===== config.mk =====
export PLATFORM = sky130hd
export DESIGN_NAME = dynamic_buff
export DESIGN_NICKNAME = d
export VERILOG_FILES = /design/src/rtl/dynamic_buff_pkg.sv /design/src/rtl/dynamic_buff_ptr.sv /design/src/rtl/dynamic_buff.sv
export SDC_FILE = /design/constraint.sdc
export NUM_CORES = 1
export LEC_CHECK = 0
export CORE_AREA = 2 2 55 47
export CTS_BUF_LIST = sky130_fd_sc_hd__clkbuf_4 sky130_fd_sc_hd__clkbuf_8 sky130_fd_sc_hd__clkbuf_16
export DETAILED_ROUTE_END_ITERATION = 8
export DIE_AREA = 0 0 57 49
export HOLD_SLACK_MARGIN = 0.12
export PLACE_DENSITY = 0.77
export SLEW_MARGIN = 20
export SYNTH_ARGS = -nofsm -noshare
export SYNTH_HDL_FRONTEND = slang
export SYNTH_SLANG_ARGS = --single-unit

===== constraint.sdc =====
create_clock -name clk -period 4.15 [get_ports clk]
set_input_delay 0.83 -clock clk [delete_from_list [all_inputs] [get_ports clk]]
set_output_delay 0.83 -clock clk [all_outputs]
set_load 0.03 [all_outputs]

===== src/rtl/dynamic_buff_pkg.sv =====
// Shared types for the dynamic_buff FIFO. Holds only the push/pop accept
// encoding; every width is derived locally from each module's parameters.
package dynamic_buff_pkg;

  // {push_acc, pop_acc} packed into one code so the occupancy update reads as a case.
  typedef enum logic [1:0] {
    OP_IDLE = 2'b00,
    OP_POP  = 2'b01,
    OP_PUSH = 2'b10,
    OP_BOTH = 2'b11
  } acc_op_e;

endpackage : dynamic_buff_pkg


===== src/rtl/dynamic_buff_ptr.sv =====
// Wrapping pointer for dynamic_buff. It counts 0..NUMELEM-1 and wraps on an
// explicit compare, so non-power-of-two depths work.
module buff_ptr #(
  parameter int NUMELEM = 4
) (
  input  logic                       clk,
  input  logic                       rst,
  input  logic                       inc,
  input  logic                       clr,
  output logic [$clog2(NUMELEM)-1:0] ptr
);

  localparam int BITELEM = $clog2(NUMELEM);
  localparam logic [BITELEM-1:0] LAST = BITELEM'(NUMELEM - 1);

  logic [BITELEM-1:0] ptr_q, ptr_d;

  always_comb begin
    ptr_d = ptr_q;
    if (clr)            ptr_d = '0;
    else if (inc)       ptr_d = (ptr_q == LAST) ? '0 : ptr_q + BITELEM'(1);
  end

  // NOTE: state registers use non-blocking (<=) so every flop samples pre-edge values.
  always_ff @(posedge clk) begin
    if (!rst) ptr_q <= '0;
    else      ptr_q <= ptr_d;
  end

  assign ptr = ptr_q;

endmodule : buff_ptr


===== src/rtl/dynamic_buff.sv =====
// First-word-fall-through FIFO of arbitrary depth with occupancy count,
// full/empty/almost flags and a synchronous flush.
module dynamic_buff
  import dynamic_buff_pkg::*;
#(
  parameter int NUMELEM   = 4,
  parameter int BITDATA   = 4,
  parameter int AFULL_TH  = NUMELEM - 1,
  parameter int AEMPTY_TH = 1
) (
  input  logic                         clk,
  input  logic                         rst,
  input  logic                         push_vld,
  output logic                         push_rdy,
  input  logic [BITDATA-1:0]           pu_din,
  output logic                         pop_vld,
  input  logic                         pop_rdy,
  output logic [BITDATA-1:0]           po_dout,
  input  logic                         flush,
  output logic [$clog2(NUMELEM):0]     count,
  output logic                         full,
  output logic                         empty,
  output logic                         almost_full,
  output logic                         almost_empty
);

  localparam int BITELEM = $clog2(NUMELEM);
  localparam logic [BITELEM:0] CNT_MAX = (BITELEM + 1)'(NUMELEM);
  localparam logic [BITELEM:0] CNT_AF  = (BITELEM + 1)'(AFULL_TH);
  localparam logic [BITELEM:0] CNT_AE  = (BITELEM + 1)'(AEMPTY_TH);
  localparam logic [BITELEM:0] CNT_ONE = (BITELEM + 1)'(1);

  logic [BITDATA-1:0] mem_q [NUMELEM];
  logic [BITELEM:0]   count_q, count_d;
  logic [BITELEM-1:0] head, tail;
  logic               push_acc, pop_acc, wr_en;
  acc_op_e            op;

  assign push_acc = push_vld && push_rdy;
  assign pop_acc  = pop_vld && pop_rdy;
  assign wr_en    = push_acc && rst && !flush;
  assign op       = acc_op_e'({push_acc, pop_acc});

  buff_ptr #(.NUMELEM(NUMELEM)) u_head (
    .clk (clk), .rst (rst), .inc (pop_acc),  .clr (flush), .ptr (head)
  );

  buff_ptr #(.NUMELEM(NUMELEM)) u_tail (
    .clk (clk), .rst (rst), .inc (push_acc), .clr (flush), .ptr (tail)
  );

  // NOTE: every always_comb output gets a default first, so no path can infer a latch.
  always_comb begin
    count_d = count_q;
    if (flush) begin
      count_d = '0;
    end else begin
      case (op)
        OP_PUSH: count_d = count_q + CNT_ONE;
        OP_POP:  count_d = count_q - CNT_ONE;
        OP_BOTH, OP_IDLE: count_d = count_q;
        default: count_d = count_q;
      endcase
    end
  end

  always_ff @(posedge clk) begin
    if (!rst) count_q <= '0;
    else      count_q <= count_d;
  end

  // NOTE: storage has no reset; occupancy alone decides which entries are meaningful.
  always_ff @(posedge clk) begin
    if (wr_en) mem_q[tail] <= pu_din;
  end

  assign po_dout      = mem_q[head];
  assign count        = count_q;
  assign full         = (count_q == CNT_MAX);
  assign empty        = (count_q == '0);
  assign almost_full  = (count_q >= CNT_AF);
  assign almost_empty = (count_q <= CNT_AE);
  assign push_rdy     = !full;
  assign pop_vld      = !empty;

`ifdef FORMAL
  // Shift-register reference: entry 0 is always the oldest element.
  logic [BITDATA-1:0] ref_q [NUMELEM];
  logic [BITELEM:0]   ref_cnt;

  always_ff @(posedge clk) begin
    if (!rst || flush) begin
      ref_cnt <= '0;
    end else begin
      ref_cnt <= ref_cnt + (push_acc ? CNT_ONE : '0) - (pop_acc ? CNT_ONE : '0);
      for (int i = 0; i < NUMELEM - 1; i++) begin
        if (pop_acc) ref_q[i] <= ref_q[i+1];
      end
      if (push_acc) ref_q[ref_cnt - (pop_acc ? CNT_ONE : '0)] <= pu_din;
    end
  end

  a_no_push_full:  assert property (@(posedge clk) disable iff (!rst) !(push_acc && full));
  a_no_pop_empty:  assert property (@(posedge clk) disable iff (!rst) !(pop_acc && empty));
  a_count_match:   assert property (@(posedge clk) disable iff (!rst) count_q == ref_cnt);
  a_pop_data:      assert property (@(posedge clk) disable iff (!rst) pop_acc |-> po_dout == ref_q[0]);
`endif

endmodule : dynamic_buff


==> results of run 1 <==
==> how the worst max path moves through the flow <==
stage / cells after the start / slack (ns) / to
CTS: 5 / 1.25 / pop_vld
global placement: 5 / 1.68 / pop_vld
detailed placement: 5 / 1.62 / pop_vld
finish: 5 / 1.27 / pop_vld
global route: 4 / 1.15 / empty
floorplan: 4 / 1.89 / pop_vld
==> layout by cell type, fill, tap and decap left out <==
cell             synthesis  routed
clkdlybuf4s50_1          0      21
edfxtp_1                16      16
ha_1                    11      11
dfxtp_1                  9       9
inv_1                    8       8
nor2_1                   7       7
a21oi_1                  6       6
mux4_2                   4       4
and2_1                   4       4
o21ai_0                  4       4
nand2_1                  3       3
clkbuf_4                 0       3
nand3_1                  2       2
xor2_1                   2       2
nor2b_2                  1       1
nand2b_1                 1       1
a21bo_1                  1       1
nor3_1                   1       1
a31oi_1                  1       1
nor2b_1                  1       1
or4_1                    1       1
or3_1                    1       1
a211oi_1                 1       1
clkinvlp_4               0       1
==> layout make-up <==
class / count / share of cell area [%]
Clock buffer: 3 / 1.61
Clock inverter: 1 / 0.538
Inverter: 8 / 2.15
Multi-Input combinational cell: 52 / 30.9
Sequential cell: 25 / 47.3
Tap cell: 27 / 2.42
Timing Repair Buffer: 21 / 15.1
==> cell families after synthesis <==
kind of cell	Yosys count
xor+xnor	2
buf+inv	10
fa+ha+maj	11
flops	25
simple gates	22
mux	4
compound gates	13
==> flip-flops by register name (all words and copies together), names as in the netlist, named ones only <==
register / count
u_tail.ptr: 2
count: 3
u_head.ptr: 2
mem_q: 16
==> layer usage <==
metal	vias up	GRT usage [%]	wire length, um
met1	322	19.1	860
met3	5	5.57	77
met2	11	22.8	866
li1	356	-	-
met5	-	0	0
met4	0	6.20	23
==> per-stage QoR <==
step | instances | hold slack (ns) | total power (uW) | worst slack (ns)
finish | 137 | 0.522 | 461 | 1.27
CTS | 137 | 0.524 | 467 | 1.25
global route | 137 | 0.556 | 481 | 1.15
detailed placement | 133 | 0.507 | 358 | 1.62
floorplan | 87 | 0.469 | 326 | 1.89
global placement | 133 | 0.489 | 357 | 1.68
==> worst register-to-register path: stages (launching register included) <==
cell     delay (ns)
dfxtp_1        0.43
inv_1          0.12
ha_1           0.24
a21bo_1        0.25
ha_1           0.37
nor3_1         0.22
a31oi_1        0.06
a21oi_1        0.12
==> where the power goes <==
| part | switching (uW) | total [uW] | internal (uW) | leakage (uW) |
|---|---|---|---|---|
| clock network | 72.1 | 109 | 36.9 | 0.0000139 |
| registers | 4.27 | 273 | 269 | 0.000218 |
| logic | 43.2 | 78.6 | 35.5 | 0.000289 |
| total | 120 | 461 | 341 | 0.000521 |
==> impl_metrics.py, run 1 <==
metrics = {
    "status": {
        "status": "finished clean",
    },
    "die": {
        "io_pins": 22,
        "rows": 16,
        "die-area_sq_um": 2790,
        "core_sq_um": 2280,
        "die_h_um": 49,
        "initial_utilization_pct": 49.8,
        "die_w_um": 57,
    },
    "clock_network": {
        "clk_latency_ns": 0.32,
        "clock_path_buffers": 2,
        "cts_max_level": 1,
        "cts_tree": "built",
        "cts_num_sinks": 25,
        "cts_setup_buffers": 0,
        "path_clk_slew_ns": 0.12,
        "cts_made_buffers": 3,
        "cts_root_buf": "clkbuf_4",
        "hold_buffers": 0,
        "cts_resized": 0,
    },
    "yosys": {
        "yosysWarnings": 0,
        "yosysUniqueCellTypes": 23,
        "synth_cells": 87,
        "synth_common_cells": "edfxtp_1 (16), ha_1 (11), dfxtp_1 (9)",
        "synth-xor-area-share_pct": 1.54,
        "yosys-top-cells-area": "edfxtp_1 (42%), dfxtp_1 (16%), ha_1 (12%)",
        "synth_flop_cell": "edfxtp_1",
        "synth_largest_area_cell": "edfxtp_1",
        "async_flop_share_pct": 0,
        "yosys.area.top_type_share_pct": 42.2,
        "ys_seq_elements": 25,
        "yosysMostFrequentCell": "edfxtp_1",
        "avgSynthCellArea_sq_um": 13.1,
        "syn-cell-area_sq_um": 1140,
        "synth_mux_area_share_pct": 7.92,
        "synthAdderAreaFrac_pct": 12.1,
        "synth_fp_nets": 107,
        "yosys.area_share.simple_pct": 9.90,
        "ys_seq_area_share_pct": 58.1,
        "synth_compound_area_share_pct": 6.49,
        "synth-edff-count": 16,
        "synth_top_family_by_area": "adder cells",
    },
    "sta": {
        "max_freq_mhz": 347,
        "worst_slew_pin_slew_ns": 0.318,
        "tns_ns": 0,
        "relSlewSlack_pct": 78.7,
        "rsz0062_at_grt": "false",
        "hold_viol_final": 0,
        "clock_skew_ns": 0.0115,
        "period_minus_slack_ns": 2.88,
        "slew_viol_final": 0,
        "period_share_pct": 69.4,
        "setup_viol_count_final": 0,
    },
    "setup_path": {
        "critPathLaunchType": "flip-flop",
        "worst-path-buf-inv": 3,
        "crit_path_max_incr_delay_ns": 0.67,
        "r2r_start": "count[0]$_SDFFE_PP0N_",
        "crit_family": "buffers and inverters",
        "cp_data_required_time_ns": 3.32,
        "critical_path.slowest_cell": "clkdlybuf4s50_1",
        "worstPathArrival_ns": 2.05,
        "critPathKind": "reg -> out",
        "worstPathCellList": "inv_1, ha_1, nor2b_2, inv_1, clkdlybuf4s50_1",
        "crit_top_cell": "inv_1",
        "cp-startpoint": "count[0]$_SDFFE_PP0N_",
        "r2r_slack_ns": 2.28,
        "r2r-end": "count[2]$_SDFFE_PP0N_",
        "rr_worst_depth": 7,
        "critPathMaxFanout": 6,
        "setup.worst_path.end_class": "output port",
    },
    "final_layout": {
        "multi_input_area_sq_um": 432,
        "drive_above_1_share_pct": 8.18,
        "design_area_sq_um": 1400,
        "ff_latch_area_sq_um": 661,
        "n_antenna_cell": 0,
        "fin_util_pct": 61.2,
        "syn_to_final_growth_pct": 22.8,
        "fillerInstances": 185,
        "layout.nets": 131,
    },
    "power_and_ir_drop": {
        "p_leak_uw": 0.000521,
        "ir_drop_mv": 0.241,
        "power.density_nw_per_um2": 330,
    },
    "worst_hold_path": {
        "min_path_cells": 2,
        "hp-class": "reg -> reg",
        "hp-start": "u_tail.ptr[1]$_SDFFE_PP0P_",
        "hold_end": "u_tail.ptr[1]$_SDFFE_PP0P_",
    },
    "drt": {
        "wl_um": 1830,
        "route.detailed.drc": 0,
        "viasPerCell": 5.07,
        "vias": 694,
        "dr.pass1.iters": 4,
        "initialDrtViolationCount": 6,
        "antenna_left": 0,
        "routedWlPerCell_um": 13.3,
    },
    "place": {
        "place_congestion": 0.729,
        "placed_area_sq_um": 1370,
        "port-buffer-count": 21,
        "hpwlAfterDp_um": 1420,
    },
    "flow_run": {
        "drv_cap": 0,
    },
    "global_route": {
        "grt_max_degree": 16,
        "grt_pass1_vias": 692,
        "grt-ovfl-total": 0,
        "antenna_found_initial": 0,
        "grtUsageTotal_pct": 14.9,
        "grt_pass1_wl_um": 3080,
    },
}
Power figures use the tool's default switching activity.
==> inputs of run 2 (changes only) <==
Settings changed: CORE_AREA 2 2 55 47 to 2 2 60 50, DIE_AREA 0 0 57 49 to 0 0 62 52, PLACE_DENSITY 0.77 to 0.7.
Clock period 4.15 ns to 2.4 ns, I/O delays scaled along.
==> impl_metrics.py, run 2 (synthesized netlist as in run 1, its figures left out) <==
metrics = {
    "setup_path": {
        "cp_data_required_time_ns": 1.92,
        "critical_path.slowest_cell": "clkdlybuf4s50_1",
        "critPathKind": "reg -> out",
        "worstPathCellList": "inv_1, ha_1, a21oi_1, nor2_1, clkdlybuf4s50_1",
        "worstPathArrival_ns": 1.77,
        "crit_path_max_incr_delay_ns": 0.67,
        "critPathMaxFanout": 6,
        "critPathLaunchType": "flip-flop",
        "setup.worst_path.end_class": "output port",
    },
    "power_and_ir_drop": {
        "ir_drop_mv": 0.390,
        "power.density_nw_per_um2": 556,
        "p_leak_uw": 0.000596,
    },
    "place": {
        "dp_worst_setup_slack_ns": 0.252,
        "port-buffer-count": 21,
        "place_congestion": 0.747,
        "hpwlAfterDp_um": 1470,
    },
    "clock_network": {
        "cts_num_sinks": 25,
        "cts_setup_buffers": 0,
        "hold_buffers": 0,
        "cts_root_buf": "clkbuf_4",
        "path_clk_slew_ns": 0.12,
        "cts_made_buffers": 3,
        "clk_latency_ns": 0.32,
        "cts_tree": "built",
        "cts_max_level": 1,
        "clock_path_buffers": 2,
    },
    "sta": {
        "clock_skew_ns": 0.0139,
        "relSlewSlack_pct": 78.6,
        "max_freq_mhz": 445,
        "setup_slack_ns": 0.151,
        "rsz0062_at_grt": "false",
        "worst_slew_pin_slew_ns": 0.320,
        "setup_viol_count_final": 0,
        "tns_ns": 0,
        "hold_viol_final": 0,
        "slew_viol_final": 0,
        "period_share_pct": 93.7,
        "period_minus_slack_ns": 2.25,
    },
    "global_route": {
        "grt_pass1_vias": 657,
        "grt_max_degree": 16,
        "antenna_found_initial": 0,
        "grt_pass1_wl_um": 3020,
        "grtUsageTotal_pct": 13.5,
        "grt-ovfl-total": 0,
    },
    "final_layout": {
        "largest_register_ffs": 16,
        "layout.nets": 131,
        "n_antenna_cell": 0,
        "fin_util_pct": 53.6,
        "layout_common_cells": "edfxtp_1 (16), clkdlybuf4s50_1 (12), ha_1 (11)",
        "drive_above_1_share_pct": 10.0,
        "final_common_cell": "edfxtp_1",
        "largest-register": "mem_q",
        "syn_to_final_growth_pct": 25.2,
    },
    "die": {
        "core_sq_um": 2660,
        "io_pins": 22,
        "die_h_um": 52,
        "die_w_um": 62,
        "initial_utilization_pct": 42.8,
        "die-area_sq_um": 3220,
        "rows": 17,
    },
    "drt": {
        "initialDrtViolationCount": 9,
        "dr.pass1.iters": 4,
        "antenna_left": 0,
        "routedWlPerCell_um": 12.6,
        "vias": 701,
        "viasPerCell": 4.74,
        "route.detailed.drc": 0,
        "wl_um": 1860,
    },
    "worst_hold_path": {
        "hp-class": "reg -> reg",
    },
    "status": {
        "status": "finished clean",
    },
    "flow_run": {
        "drv_cap": 0,
    },
}
[run 2: layer usage]
| metal | up-vias | track usage (%) | share of wire [%] |
|---|---|---|---|
| met2 | 16 | 21.2 | 48 |
| li1 | 357 | - | - |
| met5 | - | 0 | 0 |
| met3 | 2 | 4.48 | 4.9 |
| met1 | 326 | 17.3 | 46 |
| met4 | 0 | 4.26 | 0.70 |
[run 2: final cells by class]
class                   instances  area, sq um
fillers                       241         1230
flip-flops and latches         25          663
multi-input cells              52          432
repair buffers                 21          221
well taps                      38         47.5
inverters                       8         30.0
clock buffers                   3         22.5
clock inverters                 1         7.51
[run 2: timing repair]
| item | 4_1_cts | 5_1_grt |
|---|---|---|
| endpoints found under the setup margin | 7 | 6 |
| hold endpoints to repair | 0 | 0 |
| resized for setup | 4 | 7 |
[run 2: path summary, 6_finish.rpt]
kind	from	to	slack (ns)	depth (start not counted)
setup / recovery	count[1]$_SDFFE_PP0N_	almost_empty	0.15	5
setup reg to reg	count[1]$_SDFFE_PP0N_	count[2]$_SDFFE_PP0N_	0.58	8
hold reg to reg	u_tail.ptr[1]$_SDFFE_PP0P_	u_tail.ptr[1]$_SDFFE_PP0P_	0.51	2
hold / removal	u_tail.ptr[1]$_SDFFE_PP0P_	u_tail.ptr[1]$_SDFFE_PP0P_	0.51	2
[run 2: critical path, delay by kind of cell (launching register included)]
| kind | cells | cell delay [ns] |
|---|---|---|
| compound gates | 1 | 0.04 |
| fa+ha+maj | 1 | 0.17 |
| buf+inv | 2 | 0.82 |
| flops | 1 | 0.35 |
| simple gates | 1 | 0.09 |
[run 2: power by group]
| part | internal [uW] | leakage, uW | total (uW) | switching, uW |
|---|---|---|---|---|
| clock network | 63.7 | 0.0000139 | 188 | 124 |
| logic | 56.9 | 0.000363 | 131 | 73.7 |
| registers | 465 | 0.000219 | 473 | 7.43 |
[run 2: through the flow]
stage / hold slack, ns / instances / area, sq um / power [uW]
6_report: 0.508 / 148 / 1420 / 791
5_1_grt: 0.549 / 148 / 1420 / 831
4_1_cts: 0.518 / 148 / 1410 / 802
3_5_place_dp: 0.500 / 144 / 1380 / 619
3_3_place_gp: 0.489 / 144 / 1380 / 616
2_1_floorplan: 0.469 / 87 / 1140 / 564
==> inputs of run 3 (changes only) <==
Settings changed: SLEW_MARGIN 20 to not set.
==> results of run 3 <==
No change in the layout: final DEF, timing and power equal those of run 2.
